File: src/rtl/nisc_pkg.sv
// Shared definitions for the NISC register file arbiter.
package nisc_pkg;

  typedef enum logic {ARB_IDLE, ARB_LOCKED} arb_state_t;

  // Width of the lock burst counter, which must hold values up to max_burst.
  function automatic int cnt_width(input int max_burst);
    return $clog2(max_burst + 1);
  endfunction

endpackage

File: src/rtl/rr_pick.sv
// Combinational round-robin picker: the first set req bit at or above ptr,
// wrapping modulo NREQ, is returned as a one-hot grant and as an index.
module rr_pick #(
  parameter int NREQ  = 2,
  parameter int PTR_W = 1
) (
  input  logic [NREQ-1:0]  req,
  input  logic [PTR_W-1:0] ptr,
  output logic [NREQ-1:0]  gnt,
  output logic [PTR_W-1:0] idx,
  output logic             any
);

  logic [PTR_W:0]   pos_wide;
  logic [PTR_W-1:0] pos;

  // Walk the requesters starting at ptr and keep the first active one.
  always_comb begin
    gnt      = '0;
    idx      = '0;
    any      = 1'b0;
    pos_wide = '0;
    pos      = '0;
    for (int i = 0; i < NREQ; i++) begin
      pos_wide = {1'b0, ptr} + (PTR_W + 1)'(i);
      if (pos_wide >= (PTR_W + 1)'(NREQ)) begin
        pos_wide = pos_wide - (PTR_W + 1)'(NREQ);
      end
      pos = pos_wide[PTR_W-1:0];
      if (!any && req[pos]) begin
        any      = 1'b1;
        gnt[pos] = 1'b1;
        idx      = pos;
      end
    end
  end

endmodule

File: src/rtl/regs_arbiter.sv
// Round-robin arbiter with bounded locking in front of the single-port
// NISC register file. Grants are combinational; read valid is registered.
module regs_arbiter
  import nisc_pkg::*;
#(
  parameter int N         = 8,
  parameter int RSIZE     = 1,
  parameter int NREQ      = 2,
  parameter int MAX_BURST = 4
) (
  input  logic                  clk,
  input  logic                  reset,
  input  logic [NREQ-1:0]       req,
  input  logic [NREQ-1:0]       lock,
  input  logic [NREQ-1:0]       we,
  input  logic [NREQ*RSIZE-1:0] addr,
  input  logic [NREQ*N-1:0]     wdata,
  output logic [NREQ-1:0]       gnt,
  output logic [NREQ-1:0]       rvalid,
  output logic [N-1:0]          rdata,
  output logic                  rf_w,
  output logic [RSIZE-1:0]      rf_addr,
  output logic [N-1:0]          rf_wdata,
  input  logic [N-1:0]          rf_rdata
);

  localparam int PTR_W = (NREQ > 1) ? $clog2(NREQ) : 1;
  localparam int CNT_W = cnt_width(MAX_BURST);

  arb_state_t       state_q, state_d;
  logic [PTR_W-1:0] ptr_q, ptr_d;
  logic [PTR_W-1:0] owner_q, owner_d;
  logic [CNT_W-1:0] cnt_q, cnt_d;
  logic [NREQ-1:0]  rvalid_q, rvalid_d;

  logic [NREQ-1:0]  pick_gnt;
  logic [PTR_W-1:0] pick_idx;
  logic             pick_any;
  logic [PTR_W-1:0] sel_idx;

  logic [RSIZE-1:0] addr_a  [NREQ];
  logic [N-1:0]     wdata_a [NREQ];

  for (genvar g = 0; g < NREQ; g++) begin : g_unpack
    assign addr_a[g]  = addr[g*RSIZE +: RSIZE];
    assign wdata_a[g] = wdata[g*N +: N];
  end

  function automatic logic [PTR_W-1:0] next_ptr(input logic [PTR_W-1:0] p);
    if (p == PTR_W'(NREQ - 1)) begin
      return '0;
    end
    return p + 1'b1;
  endfunction

  rr_pick #(
    .NREQ  (NREQ),
    .PTR_W (PTR_W)
  ) u_pick (
    .req (req),
    .ptr (ptr_q),
    .gnt (pick_gnt),
    .idx (pick_idx),
    .any (pick_any)
  );

  // Next-state, grant and register file port logic.
  always_comb begin
    state_d  = state_q;
    ptr_d    = ptr_q;
    owner_d  = owner_q;
    cnt_d    = cnt_q;
    gnt      = '0;
    sel_idx  = '0;
    rf_w     = 1'b0;
    rf_addr  = '0;
    rf_wdata = '0;
    rvalid_d = '0;

    if (!reset) begin
      unique case (state_q)
        ARB_IDLE: begin
          if (pick_any) begin
            gnt     = pick_gnt;
            sel_idx = pick_idx;
            ptr_d   = next_ptr(pick_idx);
            // A burst of one cycle is just the granting cycle, so no lock.
            if (lock[pick_idx] && (MAX_BURST > 1)) begin
              state_d = ARB_LOCKED;
              owner_d = pick_idx;
              cnt_d   = CNT_W'(1);
            end
          end
        end
        ARB_LOCKED: begin
          gnt[owner_q] = req[owner_q];
          sel_idx      = owner_q;
          // cnt counts cycles already held; this cycle is number cnt+1, so
          // the owner is released once this cycle brings it to MAX_BURST.
          if (!lock[owner_q] || (cnt_q >= CNT_W'(MAX_BURST - 1))) begin
            state_d = ARB_IDLE;
            ptr_d   = next_ptr(owner_q);
          end else begin
            cnt_d = cnt_q + 1'b1;
          end
        end
        default: state_d = ARB_IDLE;
      endcase

      if (|gnt) begin
        rf_w     = we[sel_idx];
        rf_addr  = addr_a[sel_idx];
        rf_wdata = wdata_a[sel_idx];
      end
      rvalid_d = gnt & ~we;
    end
  end

  // State, pointer, lock counter and read-valid registers.
  always_ff @(posedge clk) begin
    if (reset) begin
      state_q  <= ARB_IDLE;
      ptr_q    <= '0;
      owner_q  <= '0;
      cnt_q    <= '0;
      rvalid_q <= '0;
    end else begin
      state_q  <= state_d;
      ptr_q    <= ptr_d;
      owner_q  <= owner_d;
      cnt_q    <= cnt_d;
      rvalid_q <= rvalid_d;
    end
  end

  // A read completing while reset is asserted is discarded, not reported.
  assign rvalid = rvalid_q & {NREQ{~reset}};
  assign rdata  = rf_rdata;

endmodule

File: config.mk
export PLATFORM = sky130hd
export DESIGN_NAME = regs_arbiter
export DESIGN_NICKNAME = d
export VERILOG_FILES = /design/src/rtl/nisc_pkg.sv /design/src/rtl/rr_pick.sv /design/src/rtl/regs_arbiter.sv
export SDC_FILE = /design/constraint.sdc
export NUM_CORES = 1
export LEC_CHECK = 0
export BUFFER_PORTS_ARGS = -buffer_cell sky130_fd_sc_hd__buf_2
export CELL_PAD_IN_SITES_DETAIL_PLACEMENT = 0
export CELL_PAD_IN_SITES_GLOBAL_PLACEMENT = 1
export CORE_MARGIN = 4
export CORE_UTILIZATION = 27
export CTS_CLUSTER_DIAMETER = 60
export DETAILED_ROUTE_END_ITERATION = 8
export GPL_TIMING_DRIVEN = 0
export PLACE_DENSITY_LB_ADDON = 0.1
export SLEW_MARGIN = 20
export SYNTH_ARGS = -nofsm -noshare
export SYNTH_HDL_FRONTEND = slang
export SYNTH_SLANG_ARGS = --single-unit
File: constraint.sdc
create_clock -name clk -period 3.1 [get_ports clk]
set_clock_uncertainty 0.15 [all_clocks]
set_input_delay 0.155 -clock clk [delete_from_list [all_inputs] [get_ports clk]]
set_output_delay 0.155 -clock clk [all_outputs]
set_load 0.005 [all_outputs]
# --- Yosys cells after proc, flatten, opt, wreduce, memory -nomap -nowiden ---
# Cells that the tools add are included.
word_totals:
  output_inout_bits: 22
  reg_bits: 8
  input_bits: 34
classes:
  n_mux: 68
  order_cmp: 12
  reduce_logical: 11
  n_bitwise: 8
  n_eq_ne: 4
  add_sub_neg: 6
ops:
  columns: ["cell", "count"]
  rows:
  - ["two-way mux 1 bit", 47]
  - ["two-way mux 8 bit", 5]
  - ["< comparator 1 x 2 -> 1 bit, second input constant", 5]
  - ["two-way mux 2 bit", 5]
  - ["two-way mux 3 bit", 3]
  - ["bitwise AND 2 bit", 3]
  - ["!= test 2 bit, second input constant", 3]
  - ["one-hot mux 1 bit (2 select lines)", 3]
  - ["one-hot mux 3 bit (2 select lines)", 1]
  - ["AND reduction 3 bit", 2]
  - [">= comparator 2 bit, second input constant", 2]
  - ["logical AND 1 bit", 4]
  - ["one-hot mux 2 bit (2 select lines)", 1]
  - ["adder 3 x 1 -> 3 bit, second input constant", 1]
  - ["demux 1 bit (select 1 bit)", 3]
  - [">= comparator 1 bit, second input constant", 3]
  - [">= comparator 3 x 2 -> 1 bit, second input constant", 1]
  - ["adder 1 bit, second input constant", 2]
  - ["adder 1 x 1 -> 2 bit, second input constant", 1]
  - [">= comparator 1 x 2 -> 1 bit, second input constant", 1]
  - ["zero test 1 bit", 2]
  - ["!= test 2 x 1 -> 1 bit, second input constant", 1]
  - ["NOT 1 bit", 2]
  - ["NOT 1 -> 2 bit", 1]
  - ["other kinds (6)", 7]

# --- Depth between registers and ports, before layout ---
depth:
  word_depth: 17
  ltp_mapped: 6
  depth_no_buf: 6

# --- Modules after synthesis ---
# A second synthesis with hierarchy kept.
hier_totals:
  cells_unflattened: 107
  hier_area_um2: 759.5
by_module_without_submodules:
  columns: ["mod", "seq_area_each_um2", "instances", "cells_each", "area_per_inst_um2"]
  rows:
  - ["regs_arbiter", 160.2, 1, 102, 726.9]
  - ["rr_pick", 0.0, 1, 5, 32.5]

# --- Worst setup path before layout ---
# Ideal clock, no wire load.
synth_path:
  kind: "register to register"
  start: "register cnt_q[0]"
  end: "register cnt_q[2]"
  required_time_ns: 2.880
  n_path_buf: 0
  stages_incl_launch_ff: 7
  arrival_time_ns: 1.299
  setup_slack_ns: 1.580
  setup_ns: 0.070
  synth_period_minus_slack_ns: 1.520
  cell_sequence: "dfxtp_1 -> ha_1 -> ha_1 -> nor3b_2 -> nand3_1 -> or2_1 -> a21oi_1"
synth_between:
  elab_chain_cells: 4
  elab_cells_between_ends: 7
  cone_classes: "add/sub (1); order compare (1); eq/ne (1); mux (2); reduce/logical (2)"
synth_rtl:
  columns: ["item", "line", "source"]
  rows:
  - ["from (decl)", "regs_arbiter.sv:33", "logic [CNT_W-1:0] cnt_q, cnt_d;"]
  - ["from (signal assigned)", "regs_arbiter.sv:131", "cnt_q <= cnt_d;"]
  - [">= comparator 3 x 2 -> 1 bit", "regs_arbiter.sv:100", "if (!lock[owner_q] || (cnt_q >= CNT_W'(MAX_BURST - 1))) begin"]
  - ["logical OR 1 bit", "regs_arbiter.sv:100", null]
  - ["!= test 2 bit (no source line)", null, null]
  - ["AND reduction 3 bit (no source line)", null, null]
# Several ways; a longest one is shown, not always the timed one. The select of a mux whose other input is x is not followed.
# A chain may end at the register's enable or synchronous reset.

# --- Worst setup path after layout ---
layout_path:
  start: "register state_q"
  end: "output rf_addr"
layout_between:
  elab_chain_cells: 9
  elab_cells_between_ends: 12
  cone_classes: "mux (9); bitwise (2); reduce/logical (1)"
layout_rtl:
  columns: ["item", "line", "source"]
  rows:
  - ["from (decl)", "regs_arbiter.sv:30", "arb_state_t state_q, state_d;"]
  - ["from (signal assigned)", "regs_arbiter.sv:128", "state_q <= state_d;"]
  - ["NOT 1 bit", null, null]
  - ["one-hot mux 1 bit (2 select lines)", "regs_arbiter.sv:81", "unique case (state_q)"]
  - ["two-way mux 1 bit", "regs_arbiter.sv:80", "if (!reset) begin"]
  - ["NOT 1 -> 2 bit (implied by the code)", "regs_arbiter.sv:112", "rf_addr = addr_a[sel_idx];"]
  - ["two-way mux 1 bit (implied by the code) (3 in a row)", "regs_arbiter.sv:112", null]
  - ["two-way mux 1 bit *", "regs_arbiter.sv:110", "if (|gnt) begin"]
  - ["two-way mux 1 bit *", "regs_arbiter.sv:80", null]
  - ["to (decl)", "regs_arbiter.sv:22", "output logic [RSIZE-1:0] rf_addr,"]
# Mark *: on every way between the ends. The rest lies on a longest branch, timed or not. The select of a mux whose other input is x is not followed.

==> flow_summary.yaml <==
yosys:
  synth_cells: 85
  ys_types: 34
  synthMuxAreaShare_pct: 18.6
  synth-simple-area-share_pct: 27.2
  ys_seq_area_share_pct: 22.6
  avgSynthCellArea_sq_um: 8.33
  synth-seq-cells: 8
  synth_compound_area_share_pct: 12.9
  synth_xor_area_share_pct: 0
  ys_async_sr_fraction_pct: 0
  synth-edff-count: 0
  synthAdderAreaFrac_pct: 3.53
  syn-num-nets: 121
  synth_top_family_by_area: "simple AND/OR/NAND/NOR gates"
  syn_area_sq_um: 708
  synthFlopType: "dfxtp_1"
  yosys_warnings: 0
cells_and_area:
  layout-drive-gt1-share_pct: 48.6
  syn2layout_area_growth_pct: 45.9
  diodes: 0
  final_nets: 176
global_route:
  grt_usage_pct: 11.4
  antenna_found_initial: 0
  grt_overflow: 0
  grt_pass1_vias: 781
  grt_pass1_wl_um: 3130
  grt_max_degree: 11
critical_path:
  r2r-end: "rvalid_q[1]"
  critPathRequiredTime_ns: 2.79
  worstSetupStartpointType: "flop"
  path_class: "reg -> out"
  cp_max_fo: 10
  slowest_delay_ns: 0.34
  worstPathArrival_ns: 1.61
  reg2reg_slack_ns: 1.32
  worstRegToRegCells: 6
  reg2reg_from: "state_q"
  cp_cell_sequence: "buf_6 -> inv_1 -> a31oi_4 -> buf_12 -> mux2i_1 -> nor2_1 -> buf_2"
  end_kind: "output port"
  crit_slowest_cell: "dfxtp_1"
run_status:
  outcome: "finished clean"
min_path:
  hp-class: "in -> reg"
  whs_path_depth: 3
  holdCritStartpoint: "lock[1]"
  min_to: "owner_q"
sta:
  hold_viol_final: 0
  drv_slew: 0
  period_share_pct: 61.9
  finalSetupViolations: 0
  max_slew.worst_pin.slew_ns: 0.439
  max_freq_mhz: 521
  setup_tns_ns: 0
  slew_headroom_pct: 70.7
  rsz0062_at_grt: "no"
  hold_slack_ns: 0.0532
  timing.final.crit_period_ns: 1.92
drt:
  drt_iter0_drc: 15
  vias: 786
  drc: 0
  wl_per_cell_um: 11.1
  drtPass1Iterations: 4
  final_antenna_net_count: 0
  wl_um: 1870
  viasPerCell: 4.68
die:
  die_area_sq_um: 3510
  core_sq_um: 2500
  io_pins: 56
  die_x_um: 59.2
  fp.dieH_um: 59.2
  placementRows: 18
  initial_core_util_pct: 28.3
clocking:
  cts_root_buf: "clkbuf_4"
  clockBufferDepth: 2
  clk_latency_ns: 0.26
  cts_sinks: 8
  post_cts_buffers: 0
  cts_made_buffers: 3
  path_clk_slew_ns: 0.06
  htreeDepth: 1
  tritoncts: "done"
pwr:
  p_per_area_nw_per_um2: 314
  worst_ir_drop_vdd_uv: 144
  power_leakage_nw: 0.569
placement:
  gp_congestion: 0.727
  io_buffers: 47
  place_hpwl_um: 1550
job:
  cap_violations: 0
-- synth_stat cells (all sizes together) (2+ instances only) --
| master | n | area, sq um |
|---|---|---|
| nor2 | 13 | 48.8 |
| nand2b | 2 | 15.0 |
| mux2i | 12 | 120 |
| nor3 | 2 | 10.0 |
| ha | 2 | 25.0 |
| a31oi | 2 | 27.5 |
| dfxtp | 8 | 160 |
| buf | 11 | 96.3 |
| inv | 2 | 7.51 |
| and2 | 2 | 15.0 |
| nand2 | 6 | 22.5 |
| a21oi | 3 | 15.0 |
| nor2b | 3 | 18.8 |
| o21ai | 3 | 15.0 |
-- sequential cells by signal (all words and copies together), names as in the netlist --
| name | cells |
|---|---|
| state_q | 1 |
| cnt_q | 3 |
| rvalid_q | 2 |
| ptr_q | 1 |
| owner_q | 1 |
-- cells in the final DEF (no fill, tap or decap), types with 2 or more instances in the layout --
| cell | instances |
|---|---|
| buf_2 | 48 |
| inv_1 | 2 |
| o21ai_0 | 2 |
| nor2_1 | 13 |
| nor2b_1 | 3 |
| dfxtp_1 | 8 |
| ha_1 | 2 |
| nor3_1 | 2 |
| mux2i_1 | 12 |
| dlygate4sd3_1 | 3 |
| buf_4 | 8 |
| a21oi_1 | 3 |
| and2_2 | 2 |
| clkbuf_4 | 3 |
| nand2_1 | 6 |
-- final cells by class --
class / count / area, sq um
clock buffers: 3 / 22.5
inverters: 2 / 7.51
fillers: 266 / 1470
well taps: 30 / 37.5
multi-input cells: 63 / 440
flip-flops and latches: 8 / 160
plain buffers: 12 / 100
repair buffers: 50 / 265
-- how the worst max path moves through the flow --
| stage | startpoint | endpoint | depth (start not counted) |
|---|---|---|---|
| 6_report | state_q | rf_addr | 7 |
| 5_1_grt | state_q | rf_wdata[7] | 7 |
| 4_1_cts | state_q | rf_addr | 7 |
| 3_3_place_gp | cnt_q[0] | cnt_q[1] | 6 |
| 2_1_floorplan | cnt_q[0] | cnt_q[2] | 6 |
| 3_5_place_dp | cnt_q[0] | cnt_q[1] | 6 |
-- layer usage --
metal  wire (um)  share of wire, %  track usage [%]
met1         820                44             15.5
met2         793                42             16.7
met3         205                11             1.96
met4          48               2.6             6.80
met5           0                 0                0
-- timing repair --
item,in CTS,in global routing
endpoints found under the hold margin,2,0
resized for setup,0,0
hold buffers,3,0
-- report_power, final --
part / switching (mW) / total, mW / leakage (nW) / internal, mW
Sequential: 0.00479 / 0.114 / 0.0656 / 0.110
Clock: 0.0398 / 0.0844 / 0.0138 / 0.0446
Combinational: 0.0561 / 0.126 / 0.490 / 0.0701
-- per-stage QoR --
stage / setup slack [ns] / power (mW) / std cells / utilization [%] / area [sq um]
after global routing: 1.09 / 0.348 / 168 / 41.3 / 1030
after global placement: 1.44 / 0.241 / 162 / 39.2 / 981
after floorplan: 1.58 / 0.195 / 85 / - / 708
after detailed placement: 1.42 / 0.241 / 162 / 39.2 / 981
after CTS: 1.17 / 0.329 / 168 / 41.3 / 1030
final: 1.18 / 0.325 / 168 / 41.3 / 1030
-- cell families after synthesis --
family / Yosys count
DFF: 8
adders and majority gates: 2
buffers and inverters: 14
muxes: 13
and+or+nand+nor: 36
AOI/OAI and AO/OA: 12
-- worst max-delay path: cells and delay by family (launching register included) --
kind,cells,cell delay (ns)
buffers and inverters,4,0.53
flip-flops,1,0.34
multiplexers,1,0.18
AO/OA/AOI/OAI,1,0.24
AND/OR/NAND/NOR,1,0.06
Note: power is estimated with default switching activity, not from simulation.
